File: src/rtl/fifo_reader_disp.sv
// fifo_reader_disp: drains a show-ahead FIFO one byte per read tick and shows
// the last consumed byte and the consumed-byte count on a 4-digit multiplexed
// 7-segment display (digits 1:0 = last_byte, digits 3:2 = rd_count, hex).
// Optional feature: define FIFO_READER_EMPTY_DP_EN to light the digit-0
// decimal point while the upstream FIFO reports empty.
module fifo_reader_disp #(
   parameter int TICK_DIV = 100000000,  // clk cycles per read opportunity (>=4)
   parameter int SCAN_DIV = 50000       // clk cycles each digit is driven (>=1)
) (
   input  logic       clk,
   input  logic       rst,
   input  logic       rd_en,
   input  logic       empty,
   input  logic [7:0] fifo_dout,
   output logic       rd,
   output logic [7:0] last_byte,
   output logic [7:0] rd_count,
   output logic [3:0] wei,
   output logic [7:0] duan
);

   localparam int TICK_W = (TICK_DIV > 1) ? $clog2(TICK_DIV) : 1;
   localparam int SCAN_W = (SCAN_DIV > 1) ? $clog2(SCAN_DIV) : 1;

   typedef enum logic [1:0] {IDLE, READ, GAP} state_t;

   state_t            state;
   state_t            state_nxt;
   logic              gap_cnt;
   logic [TICK_W-1:0] tick_cnt;
   logic              tick;
   logic [SCAN_W-1:0] scan_cnt;
   logic [1:0]        digit;
   logic [3:0]        nibble;
   logic              dp_nxt;

   // Standard hex glyphs, segment order {g,f,e,d,c,b,a}.
   function automatic logic [6:0] seg7(input logic [3:0] v);
      case (v)
         4'h0: seg7 = 7'h3F;
         4'h1: seg7 = 7'h06;
         4'h2: seg7 = 7'h5B;
         4'h3: seg7 = 7'h4F;
         4'h4: seg7 = 7'h66;
         4'h5: seg7 = 7'h6D;
         4'h6: seg7 = 7'h7D;
         4'h7: seg7 = 7'h07;
         4'h8: seg7 = 7'h7F;
         4'h9: seg7 = 7'h6F;
         4'hA: seg7 = 7'h77;
         4'hB: seg7 = 7'h7C;
         4'hC: seg7 = 7'h39;
         4'hD: seg7 = 7'h5E;
         4'hE: seg7 = 7'h79;
         default: seg7 = 7'h71;
      endcase
   endfunction

   assign tick = (tick_cnt == TICK_W'(TICK_DIV - 1));

   // Free-running read-opportunity divider, independent of the FSM.
   always_ff @(posedge clk) begin
      // NOTE: clocked state is assigned with <= so every register samples the
      // pre-edge values; blocking here would make results depend on order.
      if (rst || tick) tick_cnt <= '0;
      else             tick_cnt <= tick_cnt + 1'b1;
   end

   // FSM state register; gap_cnt stretches GAP to exactly two cycles.
   always_ff @(posedge clk) begin
      if (rst) begin
         state   <= IDLE;
         gap_cnt <= 1'b0;
      end else begin
         state   <= state_nxt;
         gap_cnt <= (state == GAP) ? ~gap_cnt : 1'b0;
      end
   end

   // Next-state logic: empty and tick only matter in IDLE, so ticks seen in
   // READ/GAP are simply dropped.
   always_comb begin
      // NOTE: default assignment first so no path leaves state_nxt unassigned
      // (which would infer a latch).
      state_nxt = state;
      case (state)
         IDLE:    if (tick && rd_en && !empty) state_nxt = READ;
         READ:    state_nxt = GAP;
         GAP:     if (gap_cnt) state_nxt = IDLE;
         default: state_nxt = IDLE;
      endcase
   end

   // Output logic: the read strobe is exactly the READ state.
   always_comb begin
      rd = (state == READ);
   end

   // Capture the consumed byte and bump the count at the end of READ;
   // reset wins over a read in progress.
   always_ff @(posedge clk) begin
      if (rst) begin
         last_byte <= 8'h00;
         rd_count  <= 8'h00;
      end else if (state == READ) begin
         last_byte <= fifo_dout;
         rd_count  <= rd_count + 8'd1;
      end
   end

   // Digit scan: advance the digit index every SCAN_DIV cycles.
   always_ff @(posedge clk) begin
      if (rst) begin
         scan_cnt <= '0;
         digit    <= 2'd0;
      end else if (scan_cnt == SCAN_W'(SCAN_DIV - 1)) begin
         scan_cnt <= '0;
         digit    <= digit + 2'd1;
      end else begin
         scan_cnt <= scan_cnt + 1'b1;
      end
   end

   // Select the nibble shown on the current digit.
   always_comb begin
      nibble = last_byte[3:0];
      case (digit)
         2'd0: nibble = last_byte[3:0];
         2'd1: nibble = last_byte[7:4];
         2'd2: nibble = rd_count[3:0];
         default: nibble = rd_count[7:4];
      endcase
   end

`ifdef FIFO_READER_EMPTY_DP_EN
   assign dp_nxt = (digit == 2'd0) && empty;
`else
   assign dp_nxt = 1'b0;
`endif

   // Registered digit select and segments, updated on the same edge.
   always_ff @(posedge clk) begin
      if (rst) begin
         wei  <= 4'b0001;
         duan <= 8'h3F;
      end else begin
         wei  <= 4'b0001 << digit;
         duan <= {dp_nxt, seg7(nibble)};
      end
   end

endmodule

File: config.mk
export PLATFORM = sky130hd
export DESIGN_NAME = fifo_reader_disp
export DESIGN_NICKNAME = d
export VERILOG_FILES = /design/src/rtl/fifo_reader_disp.sv
export SDC_FILE = /design/constraint.sdc
export NUM_CORES = 1
export LEC_CHECK = 0
export ABC_AREA = 0
export ABC_CLOCK_PERIOD_IN_PS = 5600
export CAP_MARGIN = 40
export CORE_MARGIN = 4
export CORE_UTILIZATION = 58
export DETAILED_ROUTE_END_ITERATION = 16
export MAX_ROUTING_LAYER = met4
export PLACE_DENSITY_LB_ADDON = 0.05
export RECOVER_POWER = 25
export SETUP_SLACK_MARGIN = 0.2
export SLEW_MARGIN = 20
export SYNTH_ARGS = -nofsm -noshare
export SYNTH_HDL_FRONTEND = slang
export SYNTH_SLANG_ARGS = --single-unit
export TNS_END_PERCENT = 1
File: constraint.sdc
create_clock -name clk -period 5.6 [get_ports clk]
set_input_delay 1.4 -clock clk [delete_from_list [all_inputs] [get_ports clk]]
set_output_delay 1.4 -clock clk [all_outputs]
set_load 0.005 [all_outputs]
==> run metrics <==
worst-case clock buffer depth 2; CP Data Required Time 5820 ps; Setup violations, final 0; WL final 7010 um; share of cells above drive strength 1 6.64%; clk sinks 75; H-Tree Level Count 3; Switch Pwr 218 uW; Worst path top cell family by delay buffers and inverters; power share of the combinational group 2.7%; Mapped Cells 393; Crit. End Element register; Port Buffers 39; crit-path cells dlygate4sd3_1 -> clkbuf_1 -> inv_1 -> o21ai_2 -> buf_8 -> a21oi_1; fin crit share 67.5%; top cell type's share of synthesized area 43.6%; Root Buffer clkbuf_8; Seq pwr share 55.5%; Die Y 85.0 um; Main synth FF type dfxtp_1; # hold bufs at CTS 0; number of global-route vias before repair 2696; Mapped Nets 418; DIE AREA 7230 um2; GRT Util Overall 21.3%; flop-to-flop setup slack 2900 ps; Fin Clk Skew 11.0 ps; drt drc 0; fin area 4080 um2; slowest CP cell clkbuf_1; initial antenna violation count 0; routed vias/inst 5.67; Reg area 1500 um2; post-synthesis sequential area ratio 43.6%; run status finished clean; Top Ports 41; Leak 1.40 nW; setup_tns 0 ps; Final Hold Fails 0; crit start category input port; Met2 Wirelength 3230 um; placed cell areas 3890 um2; DP Wirelength 4900 um; Final #Nets 457; sw frac 22.4%; Area growth syn-to-layout 18.5%; DRT antenna net count 0; commonest non-fill, non-tap cell in the layout dfxtp_1; grt ovf 0; Starting Density 61.0%; # Post-CTS Setup Buffers 0; ys async rst share 0%; CTS Buf Count 9; max layer used met4; min cycle time layout 3780 ps; global-route wire length before repair 12300 um; area of the multi-input gates 1800 um2; Hold Crit Class register to register; relative slew slack 2.02%; # diodes 0; DR iter-0 viols 178; metal1 wirelength 3310 um; RSZ-0062 raised after global routing false; fmax 0.265 GHz; CTS tree built; via count 2887; unique cell type count in the Yosys netlist 49; slowest stage delay, CP 1060 ps; Max IR drop VDD 187 uV; # rows 27; synthesis-stage register bit count 75; DP Worst Slack 2340 ps; area leader, netlist dfxtp_1; Die Wd 85.0 um; critical path arrival 4000 ps; Final WS setup 1820 ps; latest clock arrival within the worst-skew pair 340 ps; largest net degree at the start of global routing 36; wire length on met3 361 um; internal power 755 uW; synthesized area 3440 um2; top cells by area, synth dfxtp_1 (44%), ha_1 (4.7%), xnor2_1 (4.6%); maxcap violations 0; most frequent cells in the layout dfxtp_1 (75), nor2_1 (39), clkdlybuf4s50_1 (38); post-cts sizing count 0; Max Slew Vio Count 0; GP Congestion 0.857; Worst Setup Path Type input port to register; worst-margin pin slew 1470 ps; part of the power in the clock network 41.8%; fill count 435; YS warnings 0; Pwr per Cell Area 239 nW/um2; Avg WL per Cell 13.8 um; Pre-antenna DRT Iters 4; core area 5640 um2; Post-synth EDFFs 0; Avg Cell Area, Syn 8.76 um2; WP buf/inv 4; Clock transition at path regs 80 ps; Max FO, Critical Path 35
-- power by group through the flow --
stage | registers (mW) | clock network (mW) | logic [mW]
floorplan | 0.552 | 0 | 0.0149
global route | 0.540 | 0.443 | 0.0291
finish | 0.540 | 0.407 | 0.0260
CTS | 0.540 | 0.412 | 0.0268
detailed placement | 0.552 | 0 | 0.0266
global placement | 0.552 | 0 | 0.0244
-- cell usage after synthesis, types with 2 or more instances --
master,count
or4_4,2
nor4_1,11
nand2_1,33
nand3_1,18
dfxtp_1,75
and2_1,3
a222oi_1,4
xnor2_1,18
a211o_1,2
o21ai_0,10
nor2_1,39
and3_1,4
or4_1,5
a21o_1,4
xor2_1,16
nand4_1,16
clkinv_1,2
clkbuf_1,7
a21oi_1,26
inv_1,19
nor3_1,8
buf_4,2
or2_2,3
mux2i_1,5
nor2b_1,2
ha_1,13
o31ai_1,6
or3_1,13
and4_1,3
nor4b_1,2
buf_2,4
-- logic make-up after synthesis --
group / synth area share, %
AND/OR/NAND/NOR: 25.7
XOR/XNOR: 8.65
multiplexers: 1.78
other: 0.109
flip-flops: 43.6
buffers and inverters: 4.18
adder cells (fa/ha/maj): 4.73
AO/OA/AOI/OAI: 11.2
-- final timing paths --
path,cells after the start,to,from
worst max-delay path,6,tick_cnt[21],rst
worst min-delay path,1,gap_cnt,gap_cnt
worst min register to register,1,gap_cnt,gap_cnt
worst max register to register,7,duan[3],digit[0]
-- layout make-up --
class | instances | share of cell area (%)
multi-input cells | 283 | 44.1
repair buffers | 42 | 10.2
inverters | 21 | 1.93
flip-flops and latches | 75 | 36.8
well taps | 72 | 2.21
clock buffers | 10 | 3.13
clock inverters | 6 | 1.63
-- metal layers --
metal	track usage (%)	up-vias
met3	4.17	9
met2	33.5	69
met5	-	-
met1	26.7	1345
li1	-	1464
met4	9.06	0
-- sequential cells by signal, summed over array words and instances (netlist names) --
name,cells
gap_cnt,1
wei,4
rd_count,8
state,2
scan_cnt,16
duan,7
digit,2
last_byte,8
tick_cnt,27
-- worst register-to-register path, delay by kind of cell (launching register included) --
family / cells / cell delay [ps]
compound gates: 2 / 760
fa+ha+maj: 2 / 660
mux: 2 / 610
flops: 1 / 430
buf+inv: 1 / 120
-- stage by stage --
step	std cells	power, mW	hold slack (ps)	util [%]
5_1_grt	509	1.01	425	72.3
3_5_place_dp	493	0.579	401	68.9
2_1_floorplan	393	0.567	385	-
6_report	509	0.973	413	72.3
3_3_place_gp	491	0.577	392	68.5
4_1_cts	509	0.979	412	72.3
Note: power is estimated with default switching activity, not from simulation.
